--- src/rtl/controlador_ataque.sv ---
// controlador_ataque: shot evaluation and score keeping for the ATAQUE phase
// of a 7x5 naval battle board.
// Build option: define TIRO_REPETIDO_PENALIDADE_EN to charge a life for a
// repeated valid cell. When it is undefined, a repeated cell is answered as invalid.
//
// state   | meaning
// OCIOSO  | idle; boards and counters cleared, lives reloaded
// ARMA    | one cycle; count ships in the confirmed map
// ESPERA  | waiting for a fire edge (pendente_q marks a latched shot)
// AVALIA  | one cycle; evaluate the latched coordinate
// VITORIA | all ships hit, board frozen
// DERROTA | out of lives, board frozen
module controlador_ataque #(
  parameter int unsigned VIDAS_INICIAIS = 10
) (
  input  logic       clock,
  input  logic       reset,
  input  logic       enable,
  input  logic [2:0] linha,
  input  logic [2:0] coluna,
  input  logic       disparo,
  input  logic [6:0] mapa0,
  input  logic [6:0] mapa1,
  input  logic [6:0] mapa2,
  input  logic [6:0] mapa3,
  input  logic [6:0] mapa4,
  output logic [6:0] tiro0,
  output logic [6:0] tiro1,
  output logic [6:0] tiro2,
  output logic [6:0] tiro3,
  output logic [6:0] tiro4,
  output logic [6:0] acerto0,
  output logic [6:0] acerto1,
  output logic [6:0] acerto2,
  output logic [6:0] acerto3,
  output logic [6:0] acerto4,
  output logic [3:0] vidas,
  output logic [5:0] acertos,
  output logic       resp_acerto,
  output logic       resp_erro,
  output logic       resp_invalido,
  output logic       vitoria,
  output logic       derrota
);

  localparam logic [2:0] OCIOSO  = 3'd0;
  localparam logic [2:0] ARMA    = 3'd1;
  localparam logic [2:0] ESPERA  = 3'd2;
  localparam logic [2:0] AVALIA  = 3'd3;
  localparam logic [2:0] VITORIA = 3'd4;
  localparam logic [2:0] DERROTA = 3'd5;

  localparam logic [3:0] VIDAS_INI = 4'(VIDAS_INICIAIS);

  logic [2:0]      estado_q, estado_d;
  logic [4:0][6:0] tiro_q, tiro_d;
  logic [4:0][6:0] acerto_q, acerto_d;
  logic [3:0]      vidas_q, vidas_d;
  logic [5:0]      acertos_q, acertos_d;
  logic [5:0]      total_q, total_d;
  logic [2:0]      linha_q, linha_d;
  logic [2:0]      coluna_q, coluna_d;
  logic            pendente_q, pendente_d;
  logic            disparo_q, disparo_d;
  logic            resp_acerto_q, resp_acerto_d;
  logic            resp_erro_q, resp_erro_d;
  logic            resp_invalido_q, resp_invalido_d;

  logic [4:0][6:0] mapa;
  logic [34:0]     mapa_plano;
  logic [5:0]      contagem;
  logic            borda;
  logic            coord_invalida;
  logic            ja_atirado;
  logic            navio;
  logic            erro;

  assign mapa       = {mapa4, mapa3, mapa2, mapa1, mapa0};
  assign mapa_plano = mapa;

  assign borda          = disparo & ~disparo_q;
  assign coord_invalida = (linha_q > 3'd6) || (coluna_q > 3'd4);
  assign ja_atirado     = tiro_q[coluna_q][linha_q];
  assign navio          = mapa[coluna_q][linha_q];

  // Ship count of the live map, latched only in ARMA.
  always_comb begin
    contagem = '0;
    for (int i = 0; i < 35; i++) begin
      contagem = contagem + {5'd0, mapa_plano[i]};
    end
  end

  // Next-state, board and counter updates.
  always_comb begin
    estado_d        = estado_q;
    tiro_d          = tiro_q;
    acerto_d        = acerto_q;
    vidas_d         = vidas_q;
    acertos_d       = acertos_q;
    total_d         = total_q;
    linha_d         = linha_q;
    coluna_d        = coluna_q;
    pendente_d      = pendente_q;
    disparo_d       = disparo;
    resp_acerto_d   = 1'b0;
    resp_erro_d     = 1'b0;
    resp_invalido_d = 1'b0;
    erro            = 1'b0;

    if (!enable || estado_q == OCIOSO) begin
      // Leaving the game discards any latched shot and wipes the board.
      tiro_d     = '0;
      acerto_d   = '0;
      vidas_d    = VIDAS_INI;
      acertos_d  = '0;
      pendente_d = 1'b0;
      estado_d   = enable ? ARMA : OCIOSO;
    end else begin
      case (estado_q)
        ARMA: begin
          total_d  = contagem;
          estado_d = (contagem == 6'd0) ? VITORIA : ESPERA;
        end
        ESPERA: begin
          if (pendente_q) begin
            pendente_d = 1'b0;
            estado_d   = AVALIA;
          end else if (borda) begin
            linha_d    = linha;
            coluna_d   = coluna;
            pendente_d = 1'b1;
          end
        end
        AVALIA: begin
          estado_d = ESPERA;
          if (coord_invalida) begin
            resp_invalido_d = 1'b1;
          end else if (ja_atirado) begin
`ifdef TIRO_REPETIDO_PENALIDADE_EN
            erro = 1'b1;
`else
            resp_invalido_d = 1'b1;
`endif
          end else if (navio) begin
            tiro_d[coluna_q][linha_q]   = 1'b1;
            acerto_d[coluna_q][linha_q] = 1'b1;
            acertos_d                   = acertos_q + 6'd1;
            resp_acerto_d               = 1'b1;
            if (acertos_q + 6'd1 == total_q) begin
              estado_d = VITORIA;
            end
          end else begin
            erro = 1'b1;
          end
          if (erro) begin
            tiro_d[coluna_q][linha_q] = 1'b1;
            resp_erro_d               = 1'b1;
            if (vidas_q != 4'd0) begin
              vidas_d = vidas_q - 4'd1;
            end
            if (vidas_q <= 4'd1) begin
              estado_d = DERROTA;
            end
          end
        end
        VITORIA, DERROTA: estado_d = estado_q;
        default:          estado_d = OCIOSO;
      endcase
    end
  end

  // State registers; the fire copy resets high so a held button cannot fire.
  always_ff @(posedge clock) begin
    if (reset) begin
      estado_q        <= OCIOSO;
      tiro_q          <= '0;
      acerto_q        <= '0;
      vidas_q         <= VIDAS_INI;
      acertos_q       <= '0;
      total_q         <= '0;
      linha_q         <= '0;
      coluna_q        <= '0;
      pendente_q      <= 1'b0;
      disparo_q       <= 1'b1;
      resp_acerto_q   <= 1'b0;
      resp_erro_q     <= 1'b0;
      resp_invalido_q <= 1'b0;
    end else begin
      estado_q        <= estado_d;
      tiro_q          <= tiro_d;
      acerto_q        <= acerto_d;
      vidas_q         <= vidas_d;
      acertos_q       <= acertos_d;
      total_q         <= total_d;
      linha_q         <= linha_d;
      coluna_q        <= coluna_d;
      pendente_q      <= pendente_d;
      disparo_q       <= disparo_d;
      resp_acerto_q   <= resp_acerto_d;
      resp_erro_q     <= resp_erro_d;
      resp_invalido_q <= resp_invalido_d;
    end
  end

  assign {tiro4, tiro3, tiro2, tiro1, tiro0}           = tiro_q;
  assign {acerto4, acerto3, acerto2, acerto1, acerto0} = acerto_q;
  assign vidas         = vidas_q;
  assign acertos       = acertos_q;
  assign resp_acerto   = resp_acerto_q;
  assign resp_erro     = resp_erro_q;
  assign resp_invalido = resp_invalido_q;
  assign vitoria       = (estado_q == VITORIA);
  assign derrota       = (estado_q == DERROTA);

endmodule

--- config.mk ---
export PLATFORM = sky130hd
export DESIGN_NAME = controlador_ataque
export DESIGN_NICKNAME = d
export VERILOG_FILES = /design/src/rtl/controlador_ataque.sv
export SDC_FILE = /design/constraint.sdc
export NUM_CORES = 1
export LEC_CHECK = 0
export ABC_AREA = 1
export BUFFER_PORTS_ARGS = -buffer_cell sky130_fd_sc_hd__buf_2
export CAP_MARGIN = 20
export CELL_PAD_IN_SITES_DETAIL_PLACEMENT = 0
export CELL_PAD_IN_SITES_GLOBAL_PLACEMENT = 2
export CORE_ASPECT_RATIO = 1.4
export CORE_MARGIN = 1
export CORE_UTILIZATION = 30
export CTS_CLUSTER_DIAMETER = 100
export DETAILED_ROUTE_END_ITERATION = 10
export PLACE_DENSITY = 0.81
export SLEW_MARGIN = 20
export SYNTH_ARGS = -nofsm -noshare
export SYNTH_HDL_FRONTEND = slang
export SYNTH_SLANG_ARGS = --single-unit
--- constraint.sdc ---
create_clock -name clock -period 5.4 [get_ports clock]
set_input_delay 0 -clock clock [delete_from_list [all_inputs] [get_ports clock]]
set_output_delay 0 -clock clock [all_outputs]
set_load 0.05 [all_outputs]
* Word-level counts from Yosys, hierarchy flattened
Index checks and enable logic that the tools add are counted.
Cells by class: $lt $le $gt $ge 7, multiply operators 0, equality and inequality tests 8, shift operators 0, divide/modulo/power cells 0, reductions and logical operators 17, $add $sub $neg 36, mux-type cells 40, bitwise operators 10
Operators with widths (number):
- 35-bit 2-to-1 mux | 6
- 6-bit by 1-bit adder with 6-bit output | 29
- 35-bit bitwise OR | 3
- 7-bit binary-select mux with 3-bit select | 2
- 3-bit 2-to-1 mux | 9
- 7-bit demux with 3-bit select | 1
- 7-bit 2-to-1 mux | 3
- 1-bit 2-to-1 mux | 15
- 3-bit case mux with 4 select lines | 1
- 3-bit by 4-bit < comparator with 1-bit output (second input constant) | 2
- 4-bit AND reduction | 2
- 5-bit by 1-bit adder with 6-bit output | 1
- 6-bit by 1-bit adder with 6-bit output (second input constant) | 1
- 1-bit binary-select mux with 3-bit select | 2
- 3-bit by 2-bit equality test with 1-bit output (second input constant) | 2
- 3-bit equality test (second input constant) | 2
- 6-bit equality test | 1
- 3-bit by 1-bit >= comparator with 1-bit output (second input constant) | 2
- 3-bit greater-than comparator (second input constant) | 2
- 6-bit logical NOT | 1
- 1-bit inverter | 6
- 4-bit by 1-bit adder with 5-bit output | 1
- 5-bit OR reduction | 1
- 3-bit by 1-bit adder with 4-bit output | 1
- 18 further kinds | 22
Storage, ports and cells: latch bits 0, logic and storage cells 139, memories kept 0, bits in writable memories 0, register bits 100, ROM bits 0

* Logic depth before layout (Yosys ltp)
word-level depth 38, gate-level depth with buffers 24

* Worst setup path before layout
OpenSTA, ideal clock, no wires.
path kind input port to flip-flop, start in mapa1[4], end reg estado_q[1], buffers on the path 0, required time 5.284 ns, arrival time 4.606 ns, path slack 0.679 ns, stages 19, library setup time 0.116 ns, cell sequence inv_1 -> fa_1 -> inv_1 -> fa_1 -> inv_1 -> fa_1 -> fa_1 -> fa_1 -> fa_1 -> inv_1 -> fa_1 -> fa_1 -> a21oi_1 -> o21ai_0 -> xor2_1 -> nor2_1 -> o21ai_0 -> o21ai_0 -> nor2_1
On the way: longest elaborated chain between the ends 28, elaborated cells between the ends (all ways) 42, classes of those cells 24 x add/sub; 17 x mux; 1 x reduce/logical
RTL lines:
- start, declared | RTL line 23 | input logic [6:0] mapa1,
- 6-bit by 1-bit adder with 6-bit output (24 in a row) | RTL line 90 | contagem = contagem + {5'd0, mapa_plano[i]};
- 6-bit logical NOT | RTL line 123 | estado_d = (contagem == 6'd0) ? VITORIA : ESPERA;
- 3-bit 2-to-1 mux | RTL line 123
- 3-bit case mux with 4 select lines * | RTL line 120 | case (estado_q)
- 3-bit 2-to-1 mux * | RTL line 111 | if (!enable || estado_q == OCIOSO) begin
- end signal, assigned | RTL line 190 | estado_q <= estado_d;
- end, declared | RTL line 55 | logic [2:0] estado_q, estado_d;
Every way passes the cells marked *; elsewhere a longest branch is shown, timed or not. The select of a mux whose other input is x is not followed. A chain may end at the register's enable or synchronous reset.

* Worst setup path after layout
Ends and elaborated chain as after synthesis.

==> qor.yml <==
outcome:
  outcome: "complete, no violations"
critical_path:
  r2r_slack_ns: 1.93
  arrival_ns: 4.90
  cp-startpoint: "mapa1[4]"
  critPathRequiredTime_ns: 5.64
  r2r_end: "acertos[5]"
  endpoint: "estado_q[1]"
  crit_path_end_kind: "flop"
  reg2reg_depth: 13
  cp-start-kind: "primary input"
  cp_max_fo: 2
  crit_type: "in2reg"
  r2r-start: "coluna_q[2]"
floorplanning:
  rows: 58
  start_util_pct: 30.8
  die_y_um: 163
  die_area_um2: 19000
  core_area_um2: 18000
  pin_count: 130
  fp.dieW_um: 117
synthesis:
  syn_area_per_cell_um2: 7.09
  postSynthCellCount: 781
  ys_seq_elements: 100
  yosys-top-cells-area: "dfxtp_1 36%, nor2_1 11%, fa_1 9.8%"
  synth-async-reset-ratio_pct: 0
  seq_area_frac_synth_pct: 36.2
  yosys.area.top_type_share_pct: 36.2
  syn_nets: 864
  yosysWarnings: 0
  synth_commonest_cells: "156 x nor2_1, 126 x inv_1, 102 x nand2_1"
  synth-edff-count: 0
  synth_area_leader_cell: "dfxtp_1"
  synth.distinct_cells: 35
  synth_most_common_cell: "nor2_1"
  yosys_most_used_dff: "dfxtp_1"
  syn-cell-area_um2: 5540
power:
  power_frac_clock_pct: 28.4
  power_frac_seq_pct: 33.8
  power.share.switching_pct: 35.6
  p_comb_share_pct: 37.8
  p_int_mw: 1.43
  powerDensity_nw_per_um2: 331
  vdd_drop_max_uv: 165
  switchingPower_mw: 0.788
  p_leak_nw: 3.15
layout:
  nets: 983
  antennaDiodeCount: 0
  n_fill_cell: 2056
  drive_gt1_share_pct: 17.9
  multi_input_comb_area_um2: 2840
  syn_to_final_growth_pct: 20.7
  seq_area_um2: 2000
global_route:
  grt_use_met2_pct: 36.1
  busiest_layer: "met2"
  grt_pass1_wl_mm: 28.3
  use_met1_pct: 22.8
  grt_max_degree: 72
  grt_usage_pct: 20.1
  grt_pass1_vias: 5382
  met3_usage_pct: 3.09
  antenna_found_initial: 0
  grt.overflow.total: 0
detailed_routing:
  ant_nets: 0
  avgRoutedWirePerCell_um: 15.8
  drtPass1Iterations: 5
  drc_errors: 0
  wirelength_mm: 18.1
  vias_per_cell: 4.61
  drt_iter0_drc: 303
  num_vias: 5269
cts:
  cts.path.max_buffers: 2
  path_clk_slew_ns: 0.07
  cts_buffers: 9
  cts_root_buf: "clkbuf_16"
  htree_levels: 3
  cts_num_sinks: 100
  clk_latency_ns: 0.35
  cts_resized: 0
  cts_tree: "built"
timing:
  rsz0062_at_grt: "false"
  relSlewSlack_pct: 48.3
  fin_skew_ns: 0.0104
  fmax_ghz: 0.215
  setup_tns_ns: 0
  layout_setup_ws_ns: 0.744
  timing.final.crit_share_pct: 86.2
  final_hold_viol_count: 0
  worst_pin_slew_ns: 0.775
  finalMaxSlewViolations: 0
  setup_viol: 0
  fin_hold_ws_ns: 0.145
  post-route-min-period_ns: 4.66
placement:
  port_buffers: 129
  gp_congestion: 0.845
  dp_hpwl_mm: 13.8
  pre_cts_ws_ns: 0.345
run:
  cap_violations: 0
min_path:
  hold_path_class: "in2reg"
==> registers in the layout (all words and copies together), names as in the netlist, 3 cells and up <==
name	flops
acerto0	7
acerto1	7
acerto2	7
acerto3	7
acerto4	7
acertos	6
coluna_q	3
estado_q	3
linha_q	3
tiro0	7
tiro1	7
tiro2	7
tiro3	7
tiro4	7
total_q	6
vidas	4
==> area by class of cell <==
class,count,share of cell area [%]
flip-flops and latches,100,30.0
multi-input cells,516,42.5
well taps,240,4.49
clock buffers,10,3.58
inverters,131,7.38
repair buffers,142,11.4
clock inverters,5,0.637
==> timing repair <==
action,CTS,global route
setup buffers,0,0
hold buffers,8,0
endpoints found under the hold margin,10,0
==> cells by family (layout without fill, tap and decap cells) <==
kind of cell / after synthesis / in the layout / synth area share [%]
buffers and inverters: 165 / 288 / 12.6
DFF: 100 / 100 / 36.2
xor gates and xnor gates: 8 / 8 / 1.27
and+or+nand+nor: 336 / 336 / 25.5
AOI/OAI and AO/OA: 134 / 134 / 12.3
adders and majority gates: 38 / 38 / 12.2
==> how the worst min path moves through the flow <==
stage	start	to	cells past startpoint
CTS	enable	total_q[1]	4
finish	enable	total_q[1]	4
global placement	disparo	disparo_q	3
floorplan	reset	estado_q[0]	1
detailed placement	disparo	disparo_q	3
global route	enable	total_q[1]	4
==> critical path: stages <==
cell	delay (ns)
buf_2	0.09
inv_1	0.05
fa_1	0.53
inv_1	0.05
fa_1	0.47
inv_1	0.05
fa_1	0.47
fa_1	0.55
fa_1	0.43
fa_1	0.49
inv_1	0.05
fa_1	0.41
fa_1	0.41
a21oi_1	0.15
o21ai_0	0.10
xor2_1	0.16
nor2_1	0.15
o21ai_0	0.08
o21ai_0	0.16
nor2_1	0.05
==> metrics by stage <==
stage	power (mW)	utilization (%)	std cells	area (um^2)
detailed placement	1.62	35.1	1121	6320
global route	2.43	37.1	1144	6680
finish	2.21	37.1	1144	6680
floorplan	1.42	-	781	5540
CTS	2.26	37.1	1144	6680
global placement	1.60	35.1	1121	6320
==> power by group through the flow <==
stage	Sequential, mW	Combinational [mW]	Clock [mW]
2_1_floorplan	0.764	0.659	0
3_3_place_gp	0.765	0.833	0
3_5_place_dp	0.765	0.858	0
4_1_cts	0.748	0.864	0.647
5_1_grt	0.748	1.01	0.679
6_report	0.748	0.837	0.629
==> placed cells by master, fill, tap and decap left out, drive strengths merged <==
| cell | Yosys | final |
|---|---|---|
| a21o | 1 | 1 |
| a21oi | 93 | 93 |
| a31oi | 1 | 1 |
| buf | 18 | 134 |
| clkbuf | 16 | 10 |
| clkinv | 3 | 3 |
| clkinvlp | 0 | 1 |
| dfxtp | 100 | 100 |
| dlygate4sd3 | 0 | 8 |
| fa | 27 | 27 |
| ha | 11 | 11 |
| inv | 128 | 132 |
| nand2 | 103 | 103 |
| nand3 | 42 | 42 |
| nand3b | 1 | 1 |
| nand4 | 17 | 17 |
| nor2 | 160 | 160 |
| nor3 | 8 | 8 |
| nor4 | 1 | 1 |
| o211ai | 2 | 2 |
| o21a | 1 | 1 |
| o21ai | 36 | 36 |
| or2 | 4 | 4 |
| xnor2 | 1 | 1 |
| xor2 | 7 | 7 |
==> layer usage <==
layer  vias to the layer above  part of all wire [%]
met4                         0                   3.7
met3                        39                   3.7
met5                         -                     0
met2                       134                    52
met1                      2420                    41
li1                       2676                     -
Power figures use the tool's default switching activity.
